==> src/rtl/lcd_cmd_issuer.sv <==
// Command issuer: 8-deep opcode FIFO feeding an LCD controller with paced strobes.
// Optional build macro CMD_FILTER_EN rejects opcodes above 11 and pulses push_err.
module lcd_cmd_issuer (
  input  logic       clk,
  input  logic       reset,
  input  logic [3:0] push_cmd,
  input  logic       push_valid,
  output logic       push_ready,
  input  logic       busy,
  input  logic       done,
  output logic [3:0] cmd,
  output logic       cmd_valid,
  output logic [3:0] fifo_level,
  output logic       push_err,
  output logic       seq_done
);

  typedef enum logic [2:0] {
    StIdle,
    StIssue,
    StGuard,
    StWait,
    StTerm,
    StFin
  } state_e;

  state_e     r_state;
  state_e     w_state_next;

  logic [3:0] r_mem [8];
  logic [2:0] r_wr_ptr;
  logic [2:0] r_rd_ptr;
  logic [3:0] r_level;
  logic [3:0] r_cmd;

  logic       w_cmd_ok;
  logic       w_push;
  logic       w_pop;
  logic [3:0] w_head;
  logic       w_load_cmd;

  assign w_head = r_mem[r_rd_ptr];

`ifdef CMD_FILTER_EN
  logic r_push_err;

  assign w_cmd_ok = (push_cmd <= 4'd11);

  // Filtered pushes still see push_ready=1; the error is reported one cycle later.
  always_ff @(posedge clk or negedge reset) begin
    if (!reset) begin
      r_push_err <= 1'b0;
    end else begin
      r_push_err <= push_valid && push_ready && !w_cmd_ok;
    end
  end

  assign push_err = r_push_err;
`else
  assign w_cmd_ok = 1'b1;
  assign push_err = 1'b0;
`endif

  assign w_push     = push_valid && push_ready && w_cmd_ok;
  assign w_pop      = (r_state == StIssue);
  assign w_load_cmd = (r_state == StIdle) && (w_state_next == StIssue);

  // Storage is not reset: pointers and level alone define the valid contents.
  always_ff @(posedge clk) begin
    if (w_push) begin
      r_mem[r_wr_ptr] <= push_cmd;
    end
  end

  always_ff @(posedge clk or negedge reset) begin
    if (!reset) begin
      r_wr_ptr <= 3'd0;
      r_rd_ptr <= 3'd0;
      r_level  <= 4'd0;
    end else begin
      if (w_push) begin
        r_wr_ptr <= r_wr_ptr + 3'd1;
      end
      if (w_pop) begin
        r_rd_ptr <= r_rd_ptr + 3'd1;
      end
      unique case ({w_push, w_pop})
        2'b10:   r_level <= r_level + 4'd1;
        2'b01:   r_level <= r_level - 4'd1;
        default: r_level <= r_level;
      endcase
    end
  end

  // The head is captured on entry to ISSUE so cmd is registered and then holds.
  always_ff @(posedge clk or negedge reset) begin
    if (!reset) begin
      r_cmd <= 4'd0;
    end else if (w_load_cmd) begin
      r_cmd <= w_head;
    end
  end

  always_ff @(posedge clk or negedge reset) begin
    if (!reset) begin
      r_state <= StIdle;
    end else begin
      r_state <= w_state_next;
    end
  end

  always_comb begin
    w_state_next = r_state;
    unique case (r_state)
      StIdle: begin
        if ((r_level != 4'd0) && !busy) begin
          w_state_next = StIssue;
        end
      end
      StIssue: begin
        w_state_next = (r_cmd == 4'd0) ? StTerm : StGuard;
      end
      StGuard: begin
        w_state_next = StWait;
      end
      StWait: begin
        if (!busy) begin
          w_state_next = StIdle;
        end
      end
      StTerm: begin
        if (done) begin
          w_state_next = StFin;
        end
      end
      StFin: begin
        w_state_next = StFin;
      end
      default: begin
        w_state_next = StIdle;
      end
    endcase
  end

  always_comb begin
    cmd        = r_cmd;
    fifo_level = r_level;
    cmd_valid  = (r_state == StIssue);
    seq_done   = (r_state == StFin);
    push_ready = (r_level < 4'd8) && (r_state != StTerm) && (r_state != StFin);
  end

endmodule

==> config.mk <==
export PLATFORM = sky130hd
export DESIGN_NAME = lcd_cmd_issuer
export DESIGN_NICKNAME = d
export VERILOG_FILES = /design/src/rtl/lcd_cmd_issuer.sv
export SDC_FILE = /design/constraint.sdc
export NUM_CORES = 1
export LEC_CHECK = 0
export BUFFER_PORTS_ARGS = -buffer_cell sky130_fd_sc_hd__buf_2
export CAP_MARGIN = 20
export CELL_PAD_IN_SITES_DETAIL_PLACEMENT = 0
export CELL_PAD_IN_SITES_GLOBAL_PLACEMENT = 1
export CORE_ASPECT_RATIO = 1.25
export CORE_MARGIN = 2
export CORE_UTILIZATION = 52
export DETAILED_ROUTE_END_ITERATION = 8
export PLACE_DENSITY = 0.9
export SETUP_SLACK_MARGIN = 0.4
export SLEW_MARGIN = 20
export SYNTH_ARGS = -nofsm -noshare
export SYNTH_HDL_FRONTEND = slang
export SYNTH_SLANG_ARGS = --single-unit
==> constraint.sdc <==
create_clock -name clk -period 3.1 [get_ports clk]
set_input_delay 0.465 -clock clk [delete_from_list [all_inputs] [get_ports clk]]
set_output_delay 0.465 -clock clk [all_outputs]
set_load 0.05 [all_outputs]
==> results of run 1 <==
==> logic make-up after synthesis <==
family          Yosys count
flops                    49
simple gates             43
mux                      15
compound gates           10
xor+xnor                  9
buf+inv                   6
fa+ha+maj                 5
other cells               1
==> sequential cells by signal, indices dropped and copies added (netlist names) <==
register	cells
r_mem	32
r_state	3
r_rd_ptr	3
cmd	4
r_wr_ptr	3
fifo_level	4
==> critical path, stage by stage, from the launching register on <==
cell     delay, ns
dfrtp_1       0.45
nor2b_2       0.21
nor3b_4       0.30
inv_1         0.11
ha_1          0.27
xor2_1        0.17
ha_1          0.18
a21oi_1       0.14
xor2_1        0.22
nor2_1        0.09
xor2_1        0.15
==> cells in the final DEF, fill, tap and decap left out <==
| cell | netlist | routed |
|---|---|---|
| mux2_2 | 2 | 2 |
| xnor2_1 | 4 | 4 |
| nand3b_1 | 1 | 1 |
| nor3b_2 | 1 | 1 |
| mux4_2 | 8 | 8 |
| edfxtp_1 | 32 | 32 |
| nor4_1 | 4 | 4 |
| bufinv_16 | 0 | 1 |
| a2111oi_0 | 1 | 1 |
| and2_1 | 1 | 1 |
| nand2_1 | 9 | 9 |
| clkbuf_8 | 0 | 5 |
| inv_1 | 1 | 1 |
| mux2i_1 | 4 | 4 |
| nand3_1 | 1 | 1 |
| buf_2 | 1 | 19 |
| o21ai_0 | 6 | 6 |
| mux2_1 | 1 | 1 |
| clkinv_4 | 0 | 1 |
| nand2b_1 | 6 | 6 |
| nor2b_2 | 1 | 1 |
| xor2_1 | 5 | 5 |
| nor3_1 | 3 | 3 |
| dfrtp_1 | 17 | 17 |
| nor3b_1 | 1 | 1 |
| conb_1 | 1 | 1 |
| nor3b_4 | 1 | 1 |
| clkbuf_1 | 0 | 1 |
| ha_1 | 5 | 5 |
| nor4b_1 | 1 | 1 |
| a21oi_1 | 3 | 3 |
| nor2_1 | 13 | 13 |
==> area by class of cell <==
type | instances | share of cell area [%]
clock buffers | 6 | 3.09
clock inverters | 2 | 1.65
inverters | 1 | 0.160
multi-input cells | 83 | 29.3
flip-flops and latches | 49 | 58.9
well taps | 54 | 2.87
repair buffers | 19 | 4.04
==> through the flow <==
step                      power, mW  cell area (sq um)  hold slack (ns)
after floorplan                1.86               2110            0.169
after global placement         2.02               2240            0.402
after detailed placement       2.09               2240            0.407
after CTS                      2.53               2350           0.0839
after global routing           2.66               2350           0.0912
final                          2.50               2350           0.0714
==> metal layers <==
| layer | routed length [um] | up-vias | share of wire, % | track usage (%) |
|---|---|---|---|---|
| met1 | 1490 | 582 | 43 | 21.9 |
| li1 | - | 549 | - | - |
| met4 | 76 | 0 | 2.2 | 7.49 |
| met2 | 1800 | 23 | 52 | 29.5 |
| met3 | 112 | 8 | 3.2 | 4.12 |
| met5 | 0 | - | 0 | 0 |
==> cells in the mapped netlist, types with 2 or more instances <==
cell type,count
ha_1,5
mux2i_1,4
buf_4,2
dfrtp_1,17
xor2_1,5
a21oi_1,3
nor2_1,13
xnor2_1,4
nand2_1,9
mux2_2,2
edfxtp_1,32
nor4_1,4
mux4_2,8
o21ai_0,6
nand2b_1,6
nor3_1,3
==> power groups by stage <==
stage	sequential, mW	clock (mW)	combinational, mW
after floorplan	1.17	0	0.691
after global placement	1.08	0	0.940
after detailed placement	1.10	0	0.986
after CTS	1.09	0.454	0.988
after global routing	1.12	0.480	1.06
final	1.09	0.445	0.973
==> path summary, 6_finish.rpt <==
check	from	endpoint	slack (ns)	cells past startpoint
min in group clk	push_cmd[3]	r_mem[6][3]	0.43	1
worst max-delay path	r_state[2]	fifo_level[2]	0.71	10
worst max register to register	r_state[2]	fifo_level[2]	0.71	10
worst min-delay path	reset	r_rd_ptr[2]	0.07	1
max in group asynchronous	reset	r_wr_ptr[2]	2.75	1
worst min register to register	cmd[2]	cmd[2]	0.51	2
==> out/metrics.yaml, run 1 <==
antenna_found_initial: 0
synth_area_leader_cell: "edfxtp_1"
syn2layout_area_growth_pct: 11.6
final-setup-viol-count: 0
timing.critical_path.required_ns: 3.29
rsz0062_at_grt: "no"
rows: 25
synth_fa_ha_area_share_pct: 2.97
fin_ws_ns: 0.714
hp-class: "in -> async"
syn_avg_cell_area_sq_um: 15.3
arrival_ns: 2.57
synthFlopType: "edfxtp_1"
relSlewSlack_pct: 50.6
io_pins: 21
tightest_slew_ns: 0.735
skew_ns: 0.00641
antenna_cells: 0
ir_worst_vdd_mv: 0.500
grt_usage_pct: 17.6
crit_type: "reg -> reg"
yosys.cell_types.count: 31
ys_async_sr_fraction_pct: 34.7
place.gp.congestion: 0.768
post_cts_buffers: 0
post_cts_resized: 0
ys_ff_latch: 49
cts_buffer_depth: 2
finalCoreUtilization_pct: 61.1
cts_tree: "done"
dieArea_sq_um: 4580
synth_area_sq_um: 2110
cts.root.buffer_cell: "clkbuf_8"
clkTransAtPathRegs_ns: 0.09
grt_max_degree: 18
gr-total-overflow: 0
first_iter_violations: 40
initial_utilization_pct: 54.8
regArea_sq_um: 1390
placed_cells: 206
final_nets: 173
clkLatencyLatePin_ns: 0.30
viasPerCell: 5.43
synth_edf_count: 32
ys_seq_area_share_pct: 65.8
die_h_um: 75.2
ys_warn_count: 0
power_switching_share_pct: 40.2
period_needed_ns: 2.39
io_buffers: 19
cp-end-kind: "flop"
slew_viol_final: 0
power_frac_seq_pct: 43.4
ant_nets: 0
nFillCells: 307
maxCapViolations: 0
dp_hpwl_um: 2530
critPathMaxFanout: 7
instances_no_fill: 214
p_leak_nw: 0.877
tns_ns: 0
wl_per_cell_um: 16.3
hold_viol_final: 0
drc: 0
grt_pass1_vias: 1129
vias: 1162
power.switching_mw: 1.01
synth.area.mux_share_pct: 12.1
synthDominantCellAreaShare_pct: 45.6
synth_top_family_by_area: "multiplexers"
first_pass_iters: 4
status: "finished clean"
syn_inst: 138
syn_nets: 152
pwr-share-clk_pct: 17.8
cts_made_buffers: 5
cts.htree.levels: 2
synth-simple-area-share_pct: 11.2
design.core.area_sq_um: 3850
grt_pass1_wl_um: 5580
power.density_nw_per_um2: 1060
critPathLaunchType: "flop"
power_frac_comb_pct: 38.8
drive_gt1_share_pct: 24.4
preCtsSetupSlack_ns: 0.726
synth_xor_area_share_pct: 3.74
synth_compound_area_share_pct: 2.55
max_freq_mhz: 419
cts_hold_buf: 0
synth_area_leaders: "edfxtp_1 46%, dfrtp_1 20%, mux4_2 8.6%"
drt_wl_total_um: 3480
multi_input_area_sq_um: 688
fp.dieW_um: 60.9
intPower_mw: 1.50
fin_crit_sh_pct: 77.0
cts_sinks: 49
Power figures use the tool's default switching activity.
==> run 2, diff against run 1 <==
--- a/config.mk
+++ b/config.mk
@@ -11,9 +11,9 @@
 export CELL_PAD_IN_SITES_GLOBAL_PLACEMENT = 1
 export CORE_ASPECT_RATIO = 1.25
 export CORE_MARGIN = 2
-export CORE_UTILIZATION = 52
+export CORE_UTILIZATION = 48
 export DETAILED_ROUTE_END_ITERATION = 8
-export PLACE_DENSITY = 0.9
+export PLACE_DENSITY = 0.84
 export SETUP_SLACK_MARGIN = 0.4
 export SLEW_MARGIN = 20
 export SYNTH_ARGS = -nofsm -noshare
==> constraint.sdc (replaced) <==
create_clock -name clk -period 2.4 [get_ports clk]
set_input_delay 0.36 -clock clk [delete_from_list [all_inputs] [get_ports clk]]
set_output_delay 0.36 -clock clk [all_outputs]
set_load 0.05 [all_outputs]
==> out/metrics.yaml, run 2 (synthesis gave the netlist of run 1 again) <==
layout_common_cells: "32 x edfxtp_1, 19 x buf_2, 15 x dfrtp_1"
viasPerCell: 5.22  # -3.8%
tightest_slew_ns: 0.609  # -0.126 ns
maxCapViolations: 0  # unchanged
power.density_nw_per_um2: 1370  # +29%
relSlewSlack_pct: 59.4  # +8.8 points
ir_worst_vdd_mv: 0.569  # +14%
whs_ns: 0.324  # +0.252 ns
final_common_cell: "edfxtp_1"
path_delay_family: "XOR/XNOR gates"
finalCoreUtilization_pct: 60.0  # -1.2 points
nFillCells: 345  # +12%
wl_per_cell_um: 15.8  # -2.8%
drc: 0  # unchanged
rsz0062_at_grt: "yes"
design.core.area_sq_um: 4160  # +8.2%
hp-class: "in -> reg"
cts_sinks: 49  # unchanged
grt_pass1_wl_um: 5840  # +4.8%
syn2layout_area_growth_pct: 18.5
tns_ns: 0  # unchanged
io_pins: 21  # unchanged
final_nets: 186  # +7.5%
drive_gt1_share_pct: 35.3  # +11 points
initial_utilization_pct: 50.6  # -4.2 points
max_freq_mhz: 507  # +21%
multi_input_area_sq_um: 742  # +7.8%
period_needed_ns: 1.97  # -0.413 ns
slew_viol_final: 0  # unchanged
cp_slowest_stage_delay_ns: 0.41  # -0.04 ns
placed_area_sq_um: 2290  # +2.3%
cts.root.buffer_cell: "clkbuf_8"
top_register: "r_mem"
dp_hpwl_um: 2540  # +0.52%
arrival_ns: 2.20  # -0.37 ns
ant_nets: 0  # unchanged
die_h_um: 78.1  # +3.9%
gr-total-overflow: 0  # unchanged
fp.dieW_um: 63.3  # +3.8%
skew_ns: 0.00510  # -0.00130 ns
final_cell_area_sq_um: 2500  # +6.2%
regArea_sq_um: 1390  # +0.18%
rr_worst_depth: 9  # -1
cp-end-kind: "flop"
crit_type: "reg -> reg"
fin_crit_sh_pct: 82.2  # +5.2 points
slowest_stage: "dfrtp_2"
hold_path_depth: 1
clkTransAtPathRegs_ns: 0.09  # about the same
final-setup-viol-count: 0  # unchanged
first_iter_violations: 94  # +140%
power_mw: 3.42  # +37%
hold_viol_final: 0  # unchanged
cp.depth: 9  # -1
cts_tree: "done"
dieArea_sq_um: 4940  # +7.8%
status: "finished clean"
antenna_cells: 0  # unchanged
timing.critical_path.required_ns: 2.62  # -0.67 ns
first_pass_iters: 4  # unchanged
grt_usage_pct: 16.1  # -1.5 points
clkLatencyLatePin_ns: 0.30  # about the same
drt_wl_total_um: 3620  # +4.1%
p_leak_nw: 0.938  # +7.0%
cts_buffer_depth: 2  # unchanged
path_common_cell: "xor2_1"
critPathLaunchType: "flop"
rows: 26  # +4.0%
critPathMaxFanout: 5  # -2
io_buffers: 19  # unchanged
grt_max_degree: 19  # +1
vias: 1196  # +2.9%
cts.htree.levels: 2  # unchanged
crit_chain: "buf_4, nor3b_4, ha_4, xor2_1, ha_2, a21oi_2, xor2_1, nor2_1, xor2_1"
place.gp.congestion: 0.785  # +2.3%
cts_made_buffers: 5  # unchanged
grt_pass1_vias: 1228  # +8.8%
antenna_found_initial: 0  # unchanged
largest_register_ff_count: 32  # unchanged
crit_buf_inv: 1  # unchanged
run 2: cell types whose count changed in the layout (fill, tap and decap cells not counted), moves of 2 or more:
| cell | delta |
|---|---|
| ha_4 | +2 |
| inv_6 | +2 |
| ha_1 | -3 |
| dfrtp_2 | +2 |
| dfrtp_1 | -2 |
| buf_4 | +12 |
run 2: worst reg2reg max path, stage by stage, from the launching register on:
cell	delay [ns]
dfrtp_2	0.41
buf_4	0.14
nor3b_4	0.26
ha_4	0.21
xor2_1	0.20
ha_2	0.21
a21oi_2	0.03
xor2_1	0.16
nor2_1	0.11
xor2_1	0.17
run 2: path summary, 6_finish.rpt:
path / from / slack [ns] / to
worst max-delay path: r_state[2] / 0.43 / fifo_level[2]
worst min-delay path: push_cmd[3] / 0.32 / r_mem[7][3]
worst max register to register: r_state[2] / 0.43 / fifo_level[2]
worst min register to register: cmd[0] / 0.52 / cmd[0]
max in group asynchronous: reset / 1.59 / r_state[2]
min in group asynchronous: reset / 0.51 / fifo_level[2]
run 2: final cells by class:
cell class	instances	area share, %
inverter	1	0.150
clock buffer	5	2.76
multi-input combinational	83	29.7
clock inverter	3	1.15
sequential	49	55.6
timing repair buffer	32	7.82
tap	56	2.81
run 2: metal layers:
metal / GRT usage, % / vias to the layer above / routed length [um]
met5: 0 / - / 0
met3: 4.44 / 4 / 149
met2: 27.9 / 38 / 1930
li1: - / 573 / -
met1: 19.3 / 581 / 1490
met4: 5.87 / 0 / 48
run 2: what timing repair did:
item	in CTS	in global routing
setup buffers	3	7
gates resized for setup	3	3
hold buffers	1	0
endpoints found under the hold margin	17	0
pin swaps	1	4
endpoints found under the setup margin	7	2
run 2: through the flow:
| stage | instances | setup slack, ns |
|---|---|---|
| floorplan | 138 | 0.154 |
| global placement | 210 | 0.383 |
| detailed placement | 210 | 0.307 |
| CTS | 222 | 0.375 |
| global route | 229 | 0.290 |
| finish | 229 | 0.427 |
run 2: power by group:
group          switching, mW  total, mW  internal (mW)
clock                  0.287      0.507          0.220
sequential             0.296       1.41           1.11
combinational          0.817       1.50          0.688
